### config.mk
export PLATFORM = sky130hd
export DESIGN_NAME = ram_string_tx
export DESIGN_NICKNAME = d
export VERILOG_FILES = /design/src/rtl/ram_string_tx.sv
export SDC_FILE = /design/constraint.sdc
export NUM_CORES = 1
export LEC_CHECK = 0
export ABC_CLOCK_PERIOD_IN_PS = 3000
export CORE_ASPECT_RATIO = 0.75
export CORE_MARGIN = 10
export CORE_UTILIZATION = 55
export CTS_CLUSTER_SIZE = 24
export DETAILED_ROUTE_END_ITERATION = 8
export GPL_TIMING_DRIVEN = 0
export MAX_ROUTING_LAYER = met4
export PLACE_DENSITY = 0.85
export SKIP_CTS_REPAIR_TIMING = 1
export SYNTH_ARGS = -nofsm -noshare
export SYNTH_HDL_FRONTEND = slang
export SYNTH_SLANG_ARGS = --single-unit
### constraint.sdc
create_clock -name clk -period 3 [get_ports clk]
set_input_delay 0.3 -clock clk [delete_from_list [all_inputs] [get_ports clk]]
set_output_delay 0.3 -clock clk [all_outputs]
set_load 0.01 [all_outputs]
### src/rtl/ram_string_tx.sv
// Streams a zero-terminated string (one character per 10-bit RAM word) out of RAM
// onto an 8N1 UART line, walking consecutive addresses from a given start address.
module ram_string_tx #(
  parameter int CLKS_PER_BIT = 868
) (
  input  logic       clk,
  input  logic       reset,
  input  logic       start,
  input  logic [9:0] start_addr,
  output logic [9:0] mem_addr,
  input  logic [9:0] mem_rdata,
  output logic       tx,
  output logic       busy,
  output logic       done,
  output logic       wrap_err,
  output logic [9:0] char_count,
  output logic [2:0] fsm_state
);

  // Handshake: start is a one-cycle request that is accepted only while busy is
  // low (IDLE); a request seen while busy is high is dropped, never queued.

  typedef enum logic [2:0] {
    IDLE      = 3'd0,
    FETCH     = 3'd1,
    START_BIT = 3'd2,
    DATA_BITS = 3'd3,
    STOP_BIT  = 3'd4,
    DONE      = 3'd5
  } state_t;

  localparam logic [15:0] BAUD_LAST = 16'(CLKS_PER_BIT - 1);

  state_t      state, state_n;
  logic [15:0] baud_cnt, baud_n;
  logic [2:0]  bit_idx, bit_n;
  logic [7:0]  shreg, shreg_n;
  logic [9:0]  base, base_n;
  logic [9:0]  addr_n;
  logic [9:0]  count_n;
  logic        wrap_n;
  logic        tx_n;
  logic        baud_last;
  logic [9:0]  addr_inc;
  logic        unused_hi;

  assign baud_last = (baud_cnt == BAUD_LAST);
  assign addr_inc  = mem_addr + 10'd1;
  assign unused_hi = ^mem_rdata[9:8];
  assign fsm_state = state;

  always_ff @(posedge clk or posedge reset) begin
    if (reset) begin
      state      <= IDLE;
      baud_cnt   <= '0;
      bit_idx    <= '0;
      shreg      <= '0;
      base       <= '0;
      mem_addr   <= '0;
      char_count <= '0;
      wrap_err   <= 1'b0;
      tx         <= 1'b1;
      busy       <= 1'b0;
      done       <= 1'b0;
    end else begin
      state      <= state_n;
      baud_cnt   <= baud_n;
      bit_idx    <= bit_n;
      shreg      <= shreg_n;
      base       <= base_n;
      mem_addr   <= addr_n;
      char_count <= count_n;
      wrap_err   <= wrap_n;
      tx         <= tx_n;
      busy       <= (state_n != IDLE);
      done       <= (state_n == DONE);
    end
  end

  always_comb begin
    state_n = state;
    baud_n  = baud_cnt;
    bit_n   = bit_idx;
    shreg_n = shreg;
    base_n  = base;
    addr_n  = mem_addr;
    count_n = char_count;
    wrap_n  = wrap_err;
    unique case (state)
      IDLE: begin
        if (start) begin
          addr_n  = start_addr;
          base_n  = start_addr;
          count_n = '0;
          wrap_n  = 1'b0;
          state_n = FETCH;
        end
      end
      FETCH: begin
        baud_n = '0;
        bit_n  = '0;
        if (mem_rdata[7:0] == 8'h00) begin
          state_n = DONE;
        end else begin
          shreg_n = mem_rdata[7:0];
          state_n = START_BIT;
        end
      end
      START_BIT: begin
        if (baud_last) begin
          baud_n  = '0;
          state_n = DATA_BITS;
        end else begin
          baud_n = baud_cnt + 16'd1;
        end
      end
      DATA_BITS: begin
        if (baud_last) begin
          baud_n  = '0;
          shreg_n = {1'b0, shreg[7:1]};
          if (bit_idx == 3'd7) begin
            bit_n   = '0;
            state_n = STOP_BIT;
          end else begin
            bit_n = bit_idx + 3'd1;
          end
        end else begin
          baud_n = baud_cnt + 16'd1;
        end
      end
      STOP_BIT: begin
        if (baud_last) begin
          baud_n  = '0;
          count_n = (char_count == 10'd1023) ? char_count : char_count + 10'd1;
          addr_n  = addr_inc;
          // Returning to the base address means the whole RAM held no terminator.
          if (addr_inc == base) begin
            wrap_n  = 1'b1;
            state_n = DONE;
          end else begin
            state_n = FETCH;
          end
        end else begin
          baud_n = baud_cnt + 16'd1;
        end
      end
      DONE: begin
        state_n = IDLE;
      end
      default: begin
        state_n = IDLE;
      end
    endcase
  end

  // tx is registered from the next-state view so the line never glitches.
  always_comb begin
    tx_n = 1'b1;
    if (state_n == START_BIT) begin
      tx_n = 1'b0;
    end else if (state_n == DATA_BITS) begin
      tx_n = shreg_n[0];
    end
  end

endmodule

Word-level counts from Yosys, hierarchy flattened
Index checks and enable logic that the tools add are counted.
- reductions and logical operators: 13
- multiplexer cells: 29
- add/sub/neg operators: 4
- equal/unequal tests: 17
- operator list (kind ; number):
    $mux W10 ; 5
    $pmux W10 S2 ; 2
    $pmux W16 S2 ; 1
    $mux W3 ; 9
    $add A10 B1 Y10 const B ; 2
    $add A16 B1 Y16 const B ; 1
    $eq A16 B10 Y1 const B ; 1
    $mux W16 ; 1
    $mux W8 ; 2
    $pmux W8 S2 ; 1
    $pmux W3 S5 ; 1
    $eq A3 B2 Y1 const B ; 4
    $ne A2 B2 Y1 const B ; 6
    $eq A10 B10 Y1 ; 1
    $eq A10 B10 Y1 const B ; 1
    $eq A3 B3 Y1 const B ; 3
    $logic_not A8 Y1 ; 1
    $reduce_and A4 Y1 ; 2
    $pmux W3 S2 ; 1
    $reduce_and A3 Y1 ; 2
    $reduce_bool A2 Y1 ; 3
    $mux W1 ; 5
    $reduce_and A2 Y1 ; 2
    $add A3 B1 Y3 const B ; 1
    other kinds (5) ; 5
- register bits: 64
- word-level logic and storage cells: 75

Logic depth before layout (Yosys ltp)
- depth after elaboration: 8
- gate-level depth with buffers: 8

Worst setup path after synthesis
Ideal clock, no wire load.
- path type: flip-flop to flip-flop
- start point: register baud_cnt[4]
- end point: register tx
- arrival time: 2.257 ns
- buffers on the path: 1
- path slack: 0.666 ns
- period minus slack after synthesis: 2.334 ns
- cell stages (with the launch flop): 8
- path through: dfrtp_1 or4b_4 nor4_4 o21ai_2 or2_1 buf_6 a22o_1 a21bo_1
- elaborated cells on any way between the ends: 11
- those cells by class: eq/ne: 3; mux: 8
- RTL lines (item ; RTL line ; text):
    start, declared ; 35 ; logic [15:0] baud_cnt, baud_n;
    start signal, assigned ; 67 ; baud_cnt <= baud_n;
    $eq A16 B10 Y1 ; 47 ; assign baud_last = (baud_cnt == BAUD_LAST);
    $mux W8 ; 118 ; if (baud_last) begin
    $pmux W8 S2 ; 89 ; unique case (state)
    via shreg_n[0] ; 37 ; logic [7:0] shreg, shreg_n;
    $mux W1 ; 161 ; end else if (state_n == DATA_BITS) begin
    $mux W1 ; 159 ; if (state_n == START_BIT) begin
    via tx_n ; 42 ; logic tx_n;
    end signal, assigned ; 74 ; tx <= tx_n;
    end, declared ; 12 ; output logic tx,
The timed path passes the listed nets, and every way through them passes these cells. The select of a mux whose other input is x is not followed.
A chain may end at the register's enable or synchronous reset.

Final worst setup path
- start point: register state[2], in the netlist fsm_state[2]
- end point: register char_count[7]
- cells in the longest elaborated chain, start to end: 3
- elaborated cells on any way between the ends: 8
- those cells by class: eq/ne: 4; mux: 1; reduce/logical: 3
- RTL lines (item ; RTL line ; text):
    start, declared ; 34 ; state_t state, state_n;
    start signal, assigned ; 66 ; state <= state_n;
    $eq A3 B3 Y1 / $logic_not A3 Y1 (equally long branches) ; 89 ;
    $ne A2 B2 Y1 (no source line) / $reduce_bool A2 Y1 (equally long branches) ; n/a ;
    $reduce_and A4 Y1 (no source line) ; n/a ;
    end signal, assigned ; 72 ; char_count <= count_n;
    end, declared ; 16 ; output logic [9:0] char_count,
Parallel ways exist; a longest one is shown, timed or not.

==> results.md <==
* HP Class: input pin to async pin
* Clk slew on worst S/H paths at 0.07 ns
* Total Routing Usage GR at 0.189
* Post-Syn Nets at 411
* CP Class: flip-flop to flip-flop
* Setup Total Neg Slack at 0 ns
* Relative slew slack at 0.251
* CTS tree: built
* Starting density of the core at 0.561
* Post-route DRC at 0
* DRT antenna net count at 0
* Slew Limit Fails at 0
* Worst R2R Path Depth at 8
* Seq cells post-synth at 64
* Worst skew pair latency at 0.34 ns
* Register Area at 1600 um^2
* Die X at 112 um
* Avg Synthesized Cell Area at 9.16 um^2
* Initial antenna violation count at 0
* Layout cells sized above 1 at 0.0962
* Post-Route Skew at 0.00739 ns
* Crit path depth at 8
* Design Area, Final at 4320 um^2
* Vias at 3222
* Worst slew pin tran at 1.11 ns
* Number of port buffers at 47
* Mapped Cells at 383
* Critical path's most frequent cell: nor2_1
* Setup violators final at 0
* Critical path's top delay family: simple AND/OR/NAND/NOR gates
* Final WL at 8970 um
* Fmax at 0.358 GHz
* Bufs and invs on worst path at 2
* Row count at 25
* Asr flop ratio synth at 1.00
* Post-Syn Area at 3510 um^2
* Critical-path top delay cell: nor4_2
* Area of the multi-input gates at 1790 um^2
* Fillers at 491
* Leakage at 1.77 nW
* Crit path cell chain: buf_2 -> or3b_2 -> clkbuf_1 -> nor4_2 -> nor2_1 -> nand3_1 -> xor2_1 -> nor2_1
* Outcome: completed
* Ys flop type: dfrtp_1
* Core region area at 6260 um^2
* Synth cell count leaders: dfrtp_1 (63), nand2_1 (49), o21ai_0 (41)
* Syn-to-layout area delta at 23.1%
* Htree depth at 3
* DR iter-0 viols at 316
* Ports at 50
* CP required at 3.21 ns
* Root Driver: clkbuf_8
* Final Cycle Share at 0.932
* CTS buffer count at 9
* Post-synth EDFFs at 0
* Worst Path Max Fanout at 9
* Hpwl dp at 6400 um
* Pwr Density at 641 nW/um^2
* Warnings, synthesis at 0
* Critical path endpoint category: flip-flop
* Vias in the first global route at 3064
* Peak supply drop at 0.413 mV
* Largest net degree at the start of global routing at 36
* Yosys cell types at 56
* Iteration count of the initial detailed-routing pass at 7
* Die ar. at 10000 um^2
* Layout Nets at 470
* Critical Path Max Stage Delay at 0.74 ns
* Final GP Congestion at 0.968
* N_diodes at 0
* Global route overflow at 0
* Longest Clk Path Bufs at 2
* Max-cap violations at 0
* Clock Sinks at 64
* Crit start category: flip-flop
* Period minus WS final at 2.80 ns
* Cell Area, Placed at 4100 um^2
* Largest cells by area after synthesis: dfrtp_1 (45%), o21ai_0 (5.8%), nand2_1 (5.2%), nor2_1 (3.3%), xnor2_1 (3.2%)
* First-pass GRT wire length at 15000 um
* Register area share after synthesis at 0.457
* Final hold viol count at 0
* Routed vias/inst at 6.10
* Chip Height at 89.2 um
* CP arrival at 3.01 ns
* Unrepaired setup endpoints after global routing: false
* Count leader, synth: dfrtp_1
* Routed len/inst at 17.0 um
* Dominant cell type by area after synthesis: dfrtp_1
* Synth top area share at 0.449
==> worst paths after layout <==
check	to	from	slack, ns
min	baud_cnt[8]$_DFFE_PP0P_	reset	0.42
max	char_count[7]$_DFFE_PP0P_	fsm_state[2]$_DFF_PP0_	0.20
max reg2reg	char_count[7]$_DFFE_PP0P_	fsm_state[2]$_DFF_PP0_	0.20
min in group clk	shreg[3]$_DFFE_PP0P_	shreg[3]$_DFFE_PP0P_	0.47
max in group asynchronous	tx$_DFF_PP1_	reset	1.88
min reg2reg	shreg[3]$_DFFE_PP0P_	shreg[3]$_DFFE_PP0P_	0.47
==> state kept, by name, indices dropped and copies added (netlist names) <==
register    flops
base           10
baud_cnt       16
bit_idx         3
busy            1
char_count     10
done            1
fsm_state       3
mem_addr       10
shreg           8
tx              1
wrap_err        1
==> cell type report <==
class	count	share of cell area
plain buffers	16	0.0168
clock buffers	14	0.0423
clock inverters	2	0.00811
inverters	12	0.0104
multi-input cells	291	0.414
flip-flops and latches	64	0.371
well taps	81	0.0235
repair buffers	48	0.114
==> where the power goes <==
part | total (W) | leakage [nW] | switching (W) | internal [W]
clock | 0.000802 | 0.113 | 0.000328 | 0.000474
combinational | 0.000700 | 0.842 | 0.000339 | 0.000361
sequential | 0.00126 | 0.813 | 0.000222 | 0.00104
==> per-layer routing <==
metal  track usage  share of wire
met1         0.240           0.46
met2         0.286           0.46
met3        0.0604          0.073
met4        0.0540         0.0077
met5             -              0
==> placed cells by master (no fill, tap or decap), drive strengths merged, types with 2 or more instances in the layout <==
master         Yosys  routed
xnor2             13      13
nor2b              2       2
a31oi              4       4
or4                5       5
o22ai              2       2
a21o               3       3
ha                 5       5
clkbuf            11      25
and2               4       4
nor4b              3       3
o31ai              4       4
or3                4       4
a22o               3       3
inv               12      12
or4b               4       4
nand2b             4       4
and4               2       2
a21oi             16      16
nor3               6       6
xor2              10      10
nor2              31      31
and3               2       2
nand4              6       6
nand2             49      49
or3b               3       3
a22oi              8       8
clkdlybuf4s50      0      47
nor3b              3       3
nand3             21      21
mux2               8       8
buf                5       6
a211oi             2       2
dfrtp             63      63
nor4               9       9
o21ai             42      42
==> per-stage QoR <==
| stage | instances | setup WS (ns) | hold WS, ns | util | total power, W |
|---|---|---|---|---|---|
| 2_1_floorplan | 383 | 0.666 | 0.417 | - | 0.00167 |
| 3_3_place_gp | 511 | 0.0246 | 0.451 | 0.652 | 0.00193 |
| 3_5_place_dp | 512 | 0.284 | 0.456 | 0.655 | 0.00196 |
| 4_1_cts | 528 | 0.268 | 0.442 | 0.690 | 0.00277 |
| 5_1_grt | 528 | 0.0430 | 0.487 | 0.690 | 0.00292 |
| 6_report | 528 | 0.203 | 0.422 | 0.690 | 0.00277 |
==> worst reg2reg max path, delay by kind of cell (launching register included) <==
family / cells / cell delay (ns)
and+or+nand+nor: 5 / 1.66
xor gates and xnor gates: 1 / 0.19
DFF: 1 / 0.37
buffers and inverters: 2 / 0.45
==> kinds of logic after synthesis <==
logic type / after synthesis / synth area share
compound gates: 92 / 0.160
xor+xnor: 23 / 0.0574
fa+ha+maj: 5 / 0.0178
simple gates: 162 / 0.246
buf+inv: 28 / 0.0335
flops: 64 / 0.457
mux: 9 / 0.0285
(Power assumes the default switching activity.)
